## config.mk

```make
export PLATFORM = sky130hd
export DESIGN_NAME = audiodac_feed_arb
export DESIGN_NICKNAME = d
export VERILOG_FILES = /design/src/rtl/audiodac_feed_arb.sv
export SDC_FILE = /design/constraint.sdc
export NUM_CORES = 1
export LEC_CHECK = 0
export ABC_AREA = 1
export CORE_ASPECT_RATIO = 1.1
export CORE_MARGIN = 4
export CORE_UTILIZATION = 45
export CTS_BUF_LIST = sky130_fd_sc_hd__clkbuf_8
export CTS_CLUSTER_SIZE = 14
export DETAILED_ROUTE_END_ITERATION = 10
export HOLD_SLACK_MARGIN = 0.15
export PLACE_DENSITY = 0.81
export SYNTH_ARGS = -nofsm -noshare
export SYNTH_HDL_FRONTEND = slang
export SYNTH_SLANG_ARGS = --single-unit
```

## constraint.sdc

```tcl
create_clock -name clk_i -period 1.88 [get_ports clk_i]
set_clock_uncertainty 0.15 [all_clocks]
set_input_delay 0.376 -clock clk_i [delete_from_list [all_inputs] [get_ports clk_i]]
set_output_delay 0.376 -clock clk_i [all_outputs]
set_load 0.03 [all_outputs]
```

## src/rtl/audiodac_feed_arb.sv

```systemverilog
// rtl/audiodac_feed_arb.sv - burst-mode arbiter feeding the audiodac sample FIFO write port
//
// Shares the single audiodac FIFO write port (data/rdy/ack) between two
// streaming sample requesters. A burst only starts on an empty DAC FIFO and
// runs until the FIFO reports full, BURST_MAX words have been written, the
// granted requester stalls for STALL_MAX cycles, or the controller is disabled.
//
// Ports:
//   clk_i, rst_i            clock, synchronous active-high reset
//   en_i, prio_i            enable; 0 = round-robin per burst, 1 = req0 priority
//   reqN_data_i/valid_i     requester N sample stream
//   reqN_ready_o            requester N sample taken this cycle (combinational)
//   fifo_o, fifo_rdy_o      sample and request towards audiodac
//   fifo_ack_i              audiodac acknowledge
//   fifo_full_i/empty_i     audiodac FIFO level flags
//   grant_o                 requester owning the current/last burst
//   burst_active_o          high while a burst is in progress
//   underrun_o, clr_i       sticky underrun flag and its clear
module audiodac_feed_arb #(
    parameter int WIDTH     = 16,
    parameter int BURST_MAX = 32,
    parameter int STALL_MAX = 15
) (
    input  logic             clk_i,
    input  logic             rst_i,
    input  logic             en_i,
    input  logic             prio_i,
    input  logic [WIDTH-1:0] req0_data_i,
    input  logic             req0_valid_i,
    output logic             req0_ready_o,
    input  logic [WIDTH-1:0] req1_data_i,
    input  logic             req1_valid_i,
    output logic             req1_ready_o,
    output logic [WIDTH-1:0] fifo_o,
    output logic             fifo_rdy_o,
    input  logic             fifo_ack_i,
    input  logic             fifo_full_i,
    input  logic             fifo_empty_i,
    output logic             grant_o,
    output logic             burst_active_o,
    output logic             underrun_o,
    input  logic             clr_i
);

    localparam int BW = $clog2(BURST_MAX + 1);
    localparam int SW = $clog2(STALL_MAX + 1);

    typedef enum logic [1:0] {IDLE, LOAD, PUSH, RELEASE} state_t;

    state_t          state;
    logic            last_grant;
    logic [BW-1:0]   burst_cnt;
    logic [SW-1:0]   stall_cnt;
    logic [SW-1:0]   stall_inc;
    logic            next_grant;
    logic            grant_valid;
    logic [WIDTH-1:0] grant_data;
    logic            start_burst;
    logic            underrun_set;

    // Grant decision for a new burst: with priority, req0 wins whenever valid;
    // round-robin only alternates when both are asking.
    always_comb begin
        next_grant = !req0_valid_i;
        if (!prio_i && req0_valid_i && req1_valid_i) begin
            next_grant = !last_grant;
        end
    end

    assign grant_valid  = grant_o ? req1_valid_i : req0_valid_i;
    assign grant_data   = grant_o ? req1_data_i  : req0_data_i;
    assign start_burst  = en_i && fifo_empty_i && (req0_valid_i || req1_valid_i);
    assign underrun_set = en_i && fifo_empty_i && (state == IDLE) &&
                          !req0_valid_i && !req1_valid_i;
    assign stall_inc    = stall_cnt + SW'(1);

    assign req0_ready_o = (state == LOAD) && !grant_o && req0_valid_i;
    assign req1_ready_o = (state == LOAD) &&  grant_o && req1_valid_i;

    always_ff @(posedge clk_i) begin
        if (rst_i) begin
            state          <= IDLE;
            last_grant     <= 1'b1;
            grant_o        <= 1'b0;
            burst_active_o <= 1'b0;
            fifo_o         <= '0;
            fifo_rdy_o     <= 1'b0;
            burst_cnt      <= '0;
            stall_cnt      <= '0;
            underrun_o     <= 1'b0;
        end else begin
            // Set wins over a coincident clear.
            if (underrun_set) begin
                underrun_o <= 1'b1;
            end else if (clr_i) begin
                underrun_o <= 1'b0;
            end

            case (state)
                IDLE: begin
                    if (start_burst) begin
                        grant_o        <= next_grant;
                        last_grant     <= next_grant;
                        burst_cnt      <= '0;
                        stall_cnt      <= '0;
                        burst_active_o <= 1'b1;
                        state          <= LOAD;
                    end
                end
                LOAD: begin
                    // A word offered while ready is visible is always taken,
                    // even if en_i drops in the same cycle; it then completes
                    // and the burst ends from RELEASE.
                    if (grant_valid) begin
                        fifo_o     <= grant_data;
                        fifo_rdy_o <= 1'b1;
                        state      <= PUSH;
                    end else if (!en_i || (stall_inc == SW'(STALL_MAX))) begin
                        burst_active_o <= 1'b0;
                        state          <= IDLE;
                    end else begin
                        stall_cnt <= stall_inc;
                    end
                end
                PUSH: begin
                    if (fifo_ack_i) begin
                        fifo_rdy_o <= 1'b0;
                        if (burst_cnt != BW'(BURST_MAX)) begin
                            burst_cnt <= burst_cnt + BW'(1);
                        end
                        state <= RELEASE;
                    end
                end
                RELEASE: begin
                    // Holding here until ack falls makes a long ack one word.
                    if (!fifo_ack_i) begin
                        if (fifo_full_i || (burst_cnt == BW'(BURST_MAX)) || !en_i) begin
                            burst_active_o <= 1'b0;
                            state          <= IDLE;
                        end else begin
                            stall_cnt <= '0;
                            state     <= LOAD;
                        end
                    end
                end
                default: begin
                    state <= IDLE;
                end
            endcase
        end
    end

endmodule

```

Word level (Yosys, flattened, before mapping)
Index checks and enable logic that the tools add are counted.
{ "word_totals": {"regBits": 33, "out_inout_bits": 22} }
{ "classes": {"reduce_logical": 33, "n_eq_ne": 17, "n_addsub": 2, "n_mux": 31} }
{ "ops": {"columns": ["operator", "count"], "rows": [
  ["4-bit 2-to-1 mux", 5],
  ["6-bit 2-to-1 mux", 3],
  ["2-bit != test (second input constant)", 9],
  ["16-bit 2-to-1 mux", 1],
  ["1-bit 2-to-1 mux", 12],
  ["4-bit one-hot mux with 3 select lines", 1],
  ["6-bit one-hot mux with 2 select lines", 1],
  ["6-bit AND reduction", 2],
  ["1-bit logical AND", 11],
  ["2-bit 2-to-1 mux", 5],
  ["2-bit one-hot mux with 4 select lines", 1],
  ["4-bit AND reduction", 2],
  ["6-bit by 1-bit adder with 6-bit output (second input constant)", 1],
  ["6-bit equality test (second input constant)", 1],
  ["1-bit zero test", 6],
  ["6-bit != test (second input constant)", 1],
  ["2-bit nonzero test", 3],
  ["4-bit by 1-bit adder with 4-bit output (second input constant)", 1],
  ["2-bit equality test (second input constant)", 2],
  ["4-bit equality test (second input constant)", 1],
  ["1-bit logical OR", 4],
  ["2-bit AND reduction", 2],
  ["3-bit by 2-bit != test with 1-bit output (second input constant)", 1],
  ["1-bit one-hot mux with 3 select lines", 1],
  ["6 further kinds", 6]
]} }

Logic depth before layout (Yosys ltp)
Gate-level depths: netlist (run 1).
{ "depth": {"word_depth": 6, "ltp_mapped": 12, "mapped_depth_nobuf": 12} }

Worst setup path before layout (run 1)
OpenSTA, ideal clock, no wires.
{ "synth_path": {"kind": "flip-flop to flip-flop", "startpoint": "register grant_o", "endpoint": "register stall_cnt[1]", "path_buffers": 1, "arrival_ps": 1452, "slack_ps": 166, "stages_incl_launch_ff": 11, "t_required_ps": 1617, "cell_sequence": "dfxtp_1 buf_4 inv_2 nand2_1 nand2_1 a21oi_1 nand2_2 nor2_4 nand2_2 nor2_1 nor2_1"} }
{ "synth_between": {"elab_chain_cells": 3} }
{ "synth_rtl": {"columns": ["element", "line", "rtl"], "rows": [
  ["start: declaration", "39", "output logic grant_o,"],
  ["start signal: assignment", "102", "grant_o <= next_grant;"],
  ["1-bit 2-to-1 mux", "70", "assign grant_valid = grant_o ? req1_valid_i : req0_valid_i;"],
  ["2-bit != test (no source line)", null, null],
  ["6-bit AND reduction (no source line)", null, null],
  ["end signal: assignment", "122", "stall_cnt <= stall_inc;"],
  ["end: declaration", "53", "logic [SW-1:0] stall_cnt;"]
]} }
No other way between the ends.
A chain may end at the register's enable or synchronous reset.

Final worst setup path (run 1)
{ "layout_path": {"startpoint": "register fifo_o[5]", "endpoint": "output port fifo_o[5]"} }
{ "layout_rtl": {"columns": ["element", "line", "rtl"], "rows": [
  ["start: declaration", "34", "output logic [WIDTH-1:0] fifo_o,"],
  ["start signal: assignment", "115", "fifo_o <= grant_data;"]
]} }
No word-level cell between the ends.

==> metrics, run 1 <==
status finished clean; core area roughly 3700 µm²; Worst path slowest cell clkdlybuf4s50_1; root cell of the clock tree clkbuf_8; Hold WS about 0.32 ns; Layout area overhead 53.5%; Setup CP Type flip-flop to primary output; R2R setup slack about 0.22 ns; antenna-violating nets left 0; RSZ-0062 raised after global routing false; Post-DP Area 2480 µm²; type of origin of the critical path flip-flop; I/O Pins 64; crit-path max cell delay 0.68 ns; leakage power 1.13 nW; Detailed Route Iter0 Violations 95; chip height ~73 µm; starting density of the core 0.468; Mapped Avg Cell Area just under 7 µm²; critical path arrival roughly 1.3 ns; sequential area share after synthesis 0.383; # Max-Cap Violations 0; GR Util met1 0.217; CTS tree built; clock buffer depth 2; Slew @ Worst Pin 0.372 ns; worst hold path type flip-flop to flip-flop; GPL Wtd Cong just under 0.9; design area approximately 2600 µm²; number of max-slew violations in the final report 0; layout net count about 380; Pwr per Cell Area 818 nW/µm²; Most Used Layer, Global Route met2; most frequent cells in the layout nand2_1, clkdlybuf4s50_1, dfxtp_1; total CTS buffers 5; vias in the first global route about 1800; crit path cell chain clkdlybuf4s50_1; routed wire length 4.56 mm; final hold vios 0; post-synth cell types 26; routed vias about 1900; syn nets slightly below 300; Rows 23; GRT overflow 0; clk_lat worst skew between 0.2 and 0.3 ns; WHS Path Cells 2; share of cells above drive strength 1 0.142; DP Wirelength around 3.4 mm; CTS clk-pin slew, worst paths approximately 0.07 ns; Crit Path Max Fanout 2; fin crit share 0.976; Ys Warns 0; Bufs and invs on worst path 1; DRC errors left 0; initial antenna violation count 0; die area roughly 5000 µm²; Worst slew margin 0.752; die width 67.0 µm; Synth Register Bits 33; reg-to-reg startpoint stall_cnt[0]$_SDFFE_PP0P_; DR WL/cell 12.0 µm; hold_sp burst_active_o$_SDFFE_PP0P_; setup violators final 0; Total Routing Usage GR 0.202; met2 usage 0.348; Hold Path End burst_active_o$_SDFFE_PP0P_; Max VDD drop between 0.4 and 0.5 mV; Cell Area, Synth about 1700 µm²; fin crit period approximately 1.8 ns; DR vias/cell between 4 and 5; H-Tree Level Count 2; met3 Track Usage GR 0.0709; worst r2r path cells 10; CTS sink count 33; CP delay by family, top buffers and inverters; first-pass GRT wire length between 7 and 8 mm; largest net degree at the start of global routing 33; IO buf count 63; commonest non-fill, non-tap cell in the layout nand2_1; Crit. End Element primary output; TritonRoute pass-1 iters 4; FF-to-FF End stall_cnt[2]$_SDFFE_PP0P_; data required time of the worst path 1.35 ns; post-synthesis instance total 251; Max Freq between 500 and 600 MHz; Ant. Diodes 0
==> cell type report <==
type | instances | area, µm²
repair buffers | 80 | 767
well taps | 50 | 62.6
flip-flops and latches | 33 | 664
multi-input cells | 188 | 938
inverters | 22 | 82.6
clock inverters | 3 | 65.1
clock buffers | 5 | 68.8
fillers | 329 | 1030
==> Yosys cell counts (all sizes together) <==
library cell | count | area, µm²
xnor2 | 1 | 8.76
nand4 | 4 | 25.0
nand2 | 73 | 289
ha | 4 | 50.1
inv | 21 | 78.8
a21oi | 16 | 80.1
o31ai | 1 | 7.51
buf | 5 | 32.5
xor2 | 2 | 17.5
clkinv | 1 | 3.75
a311oi | 3 | 26.3
o21ai | 16 | 80.1
dfxtp | 33 | 661
nor2 | 36 | 163
clkbuf | 3 | 11.3
o21bai | 1 | 7.51
a31oi | 13 | 81.3
nand3 | 18 | 103
==> tightest hold or removal path, stage by stage, from the launching register on <==
cell	delay (ns)
dfxtp_1	0.31
nand2_1	0.06
a21oi_1	0.05
==> flip-flops by register name (all words and copies together), names as in the netlist, named ones only <==
signal and cells:
fifo_rdy_o 1, fifo_o 16, burst_cnt 6, last_grant 1, grant_o 1, state 1
burst_active_o 1, underrun_o 1, stall_cnt 4
==> kinds of logic (layout without fill, tap and decap cells) <==
kind of cell    Yosys count  in the layout  share of synthesized area
simple gates            131            131                      0.336
compound gates           50             50                      0.164
fa+ha+maj                 4              4                     0.0290
flops                    33             33                      0.383
xor+xnor                  3              3                     0.0152
buf+inv                  30            110                     0.0732
==> routing by layer <==
| metal | wire length (µm) | part of all wire | vias up |
|---|---|---|---|
| met5 | 0 | 0 | - |
| met4 | 83 | 0.018 | 0 |
| met3 | 349 | 0.077 | 9 |
| met2 | 2210 | 0.48 | 54 |
| met1 | 1920 | 0.42 | 824 |
| li1 | - | - | 987 |
==> worst max path at each step <==
stage	startpoint	depth (start not counted)	to	slack, ns
2_1_floorplan	grant_o$_SDFFE_PP0P_	10	stall_cnt[1]$_SDFFE_PP0P_	0.17
3_3_place_gp	en_i	10	stall_cnt[1]$_SDFFE_PP0P_	-0.06
3_5_place_dp	en_i	10	stall_cnt[1]$_SDFFE_PP0P_	-0.08
4_1_cts	fifo_o[5]$_SDFFE_PP0P_	1	fifo_o[5]	0.03
5_1_grt	fifo_o[8]$_SDFFE_PP0P_	1	fifo_o[8]	0.001
6_report	fifo_o[5]$_SDFFE_PP0P_	1	fifo_o[5]	0.04
==> stage by stage <==
stage	power (mW)	setup WS, ns	utilization	TNS [ns]	instances
after global routing	2.27	0.00109	0.719	0	381
after CTS	2.16	0.0315	0.709	0	377
final	2.17	0.0443	0.719	0	381
after global placement	1.36	-0.0572	0.673	-0.294	369
after floorplan	1.13	0.166	-	0	251
after detailed placement	1.37	-0.0797	0.673	-0.530	369
==> power breakdown <==
group / leakage [nW] / switching [mW] / total [mW] / internal (mW)
registers: 0.269 / 0.0491 / 0.805 / 0.756
clock network: 0.0681 / 0.272 / 0.799 / 0.527
logic: 0.794 / 0.296 / 0.563 / 0.267
total: 1.13 / 0.618 / 2.17 / 1.55
==> what timing repair did <==
item                                    CTS  global route
cloned                                    0             0
hold buffers                              0             0
setup buffers                             0             4
pin swaps                                 0             1
gates resized for setup                   2             3
endpoints found under the setup margin    2             4
Power figures use the tool's default switching activity.
==> run 2: changes to the inputs <==
SLEW_MARGIN = 20   (was default)
==> results of run 2 <==
No change in the layout: final DEF, timing and power equal those of run 1.
==> run 3: changes to the inputs <==
ABC_AREA = default   (was 1)
PLACE_DENSITY = 0.8   (was 0.81)
==> metrics, run 3 <==
vias in the first global route 1784 (was 1809); GRT overflow 0 (unchanged); first-pass GRT wire length 7.94 mm (was 7.56 mm); CTS sink count 33 (unchanged); leakage power 1.23 nW (was 1.13 nW); count leader, synth dfxtp_1 (was nand2_1); setup violators final 0 (unchanged); GPL Wtd Cong 0.900 (was 0.887); Worst path slowest cell clkdlybuf4s50_1 (unchanged); most frequent cells in the layout clkdlybuf4s50_1, dfxtp_1, buf_4 (was nand2_1, clkdlybuf4s50_1, dfxtp_1); die area 5190 µm² (was 4890 µm²); CTS tree built (unchanged); starting density of the core 0.465 (was 0.468); final worst setup slack 0.0407 ns (was 0.0443 ns); DR WL/cell 15.0 µm (was 12.0 µm); WHS Path Cells 2 (unchanged); post-synthesis instance total 203 (was 251); post-synth cell types 55 (was 26); fin crit share 0.978 (was 0.976); TritonRoute pass-1 iters 4 (unchanged); antenna-violating nets left 0 (unchanged); Detailed Route Iter0 Violations 81 (was 95); share of cells above drive strength 1 0.191 (was 0.142); post-CTS setup buffers 0 (unchanged); Crit Path Max Fanout 2 (unchanged); data required time of the worst path 1.35 ns (about the same); worst r2r path cells 6 (was 10); Max Freq 544 MHz (was 545 MHz); crit path cell chain clkdlybuf4s50_1 (unchanged); Synth Flop Type dfxtp_1 (unchanged); final setup TNS 0 ns (unchanged); clock buffer depth 2 (unchanged); post-synth top area cell dfxtp_1 (unchanged); sequential area share after synthesis 0.358 (was 0.383); Top reg by flops fifo_o (unchanged); routed vias 1895 (was 1874); Ys Warns 0 (unchanged); Ant. Diodes 0 (unchanged); CTS clk-pin slew, worst paths 0.08 ns (was 0.07 ns); IO buf count 63 (unchanged); number of max-slew violations in the final report 0 (unchanged); status finished clean (unchanged); fin crit period 1.84 ns (about the same); Total Routing Usage GR 0.194 (was 0.202); number of flip-flops in the largest register 16 (unchanged); Max VDD drop 0.475 mV (was 0.479 mV); clk_lat worst skew 0.30 ns (was 0.29 ns); worst hold path type flip-flop to flip-flop (unchanged); Synth area leaders dfxtp_1, mux2i_1, a211oi_1 (was dfxtp_1, nand2_1, nor2_1); Mapped Avg Cell Area 9.09 µm² (was 6.87 µm²); syn nets 249 (was 297); Worst slew margin 0.730 (was 0.752); CP delay by family, top buffers and inverters (unchanged); biggest regs fifo_o (16), burst_cnt (6), stall_cnt (4) (unchanged); crit-path max cell delay 0.68 ns (about the same); type of origin of the critical path flip-flop (unchanged); Setup CP Type flip-flop to primary output (unchanged); H-Tree Level Count 2 (unchanged); Bufs and invs on worst path 1 (unchanged); die width 69.0 µm (was 67.0 µm); DP Wirelength 3.69 mm (was 3.44 mm); Cell Area, Synth 1840 µm² (was 1730 µm²); # Max-Cap Violations 0 (unchanged); Synth Register Bits 33 (unchanged); core area 3960 µm² (was 3680 µm²); largest net degree at the start of global routing 33 (unchanged); Post-synth EDFFs 0 (unchanged); root cell of the clock tree clkbuf_8 (unchanged); commonest non-fill, non-tap cell in the layout clkdlybuf4s50_1 (was nand2_1); routed wire length 5.09 mm (was 4.56 mm); Pwr per Cell Area 664 nW/µm² (was 818 nW/µm²); DRC errors left 0 (unchanged); critical path arrival 1.31 ns (about the same); chip height 75.1 µm (was 72.9 µm); Slew @ Worst Pin 0.400 ns (was 0.372 ns); I/O Pins 64 (unchanged); layout net count 333 (was 376); initial antenna violation count 0 (unchanged); DR vias/cell 5.57 (was 4.92); Crit. End Element primary output (unchanged); final hold vios 0 (unchanged); worst slack at placement -0.234 ns (was -0.0797 ns); Rows 24 (was 23); Layout area overhead 56.2% (was 53.5%); Synth top cells by count dfxtp_1, nor2_1, mux2i_1 (was nand2_1, dfxtp_1, nor2_1); share of flip-flops with an asynchronous set or reset 0 (unchanged); total CTS buffers 5 (unchanged); post-synth top area share 0.358 (was 0.383); Worst path depth 1 (unchanged)
[run 3: cell families (layout without fill, tap and decap cells)]
group	count (synthesis)	after routing	synth area share
and+or+nand+nor	74	74	0.219
buffers and inverters	20	105	0.0522
adders and majority gates	4	4	0.0271
AOI/OAI and AO/OA	51	51	0.227
muxes	21	21	0.117
DFF	33	33	0.358
[run 3: where the power goes]
group | leakage, nW | internal [mW] | switching, mW | total, mW
Combinational | 0.909 | 0.239 | 0.220 | 0.460
Clock | 0.0543 | 0.397 | 0.290 | 0.687
Sequential | 0.270 | 0.735 | 0.0314 | 0.766
[run 3: path summary, 6_finish.rpt]
path,endpoint,start,slack (ns)
setup / recovery,fifo_o[2],fifo_o[2]$_SDFFE_PP0P_,0.04
hold / removal,burst_cnt[0]$_SDFFE_PP0P_,burst_cnt[0]$_SDFFE_PP0P_,0.34
hold reg to reg,burst_cnt[0]$_SDFFE_PP0P_,burst_cnt[0]$_SDFFE_PP0P_,0.34
setup reg to reg,stall_cnt[1]$_SDFFE_PP0P_,stall_cnt[0]$_SDFFE_PP0P_,0.09
[run 3: area by class of cell]
type                    instances  area (µm²)
multi-input cells             150        1140
fillers                       311        1080
repair buffers                 89         862
flip-flops and latches         33         667
clock buffers                   5        68.8
well taps                      52        65.1
clock inverters                 3        46.3
inverters                       8        30.0
[run 3: metrics by stage]
| step | cells | area (µm²) | util | total power [mW] | hold slack, ns |
|---|---|---|---|---|---|
| 6_report | 340 | 2880 | 0.727 | 1.91 | 0.336 |
| 5_1_grt | 340 | 2880 | 0.727 | 2.00 | 0.355 |
| 4_1_cts | 340 | 2800 | 0.707 | 1.92 | 0.325 |
| 3_5_place_dp | 332 | 2680 | 0.676 | 1.24 | 0.315 |
| 3_3_place_gp | 332 | 2680 | 0.676 | 1.23 | 0.309 |
| 2_1_floorplan | 203 | 1850 | - | 1.01 | 0.293 |
[run 3: per-layer routing]
layer | global-route usage | vias to the layer above | part of all wire
li1 | - | 939 | -
met1 | 0.208 | 868 | 0.40
met2 | 0.344 | 80 | 0.48
met3 | 0.0788 | 8 | 0.10
met4 | 0.0781 | 0 | 0.014
met5 | 0 | - | 0
[run 3: repair_timing]
action,CTS,global route
endpoints found under the setup margin,3,19
hold buffers,0,0
pin swaps,0,2
cloned,0,0
gates resized for setup,5,21
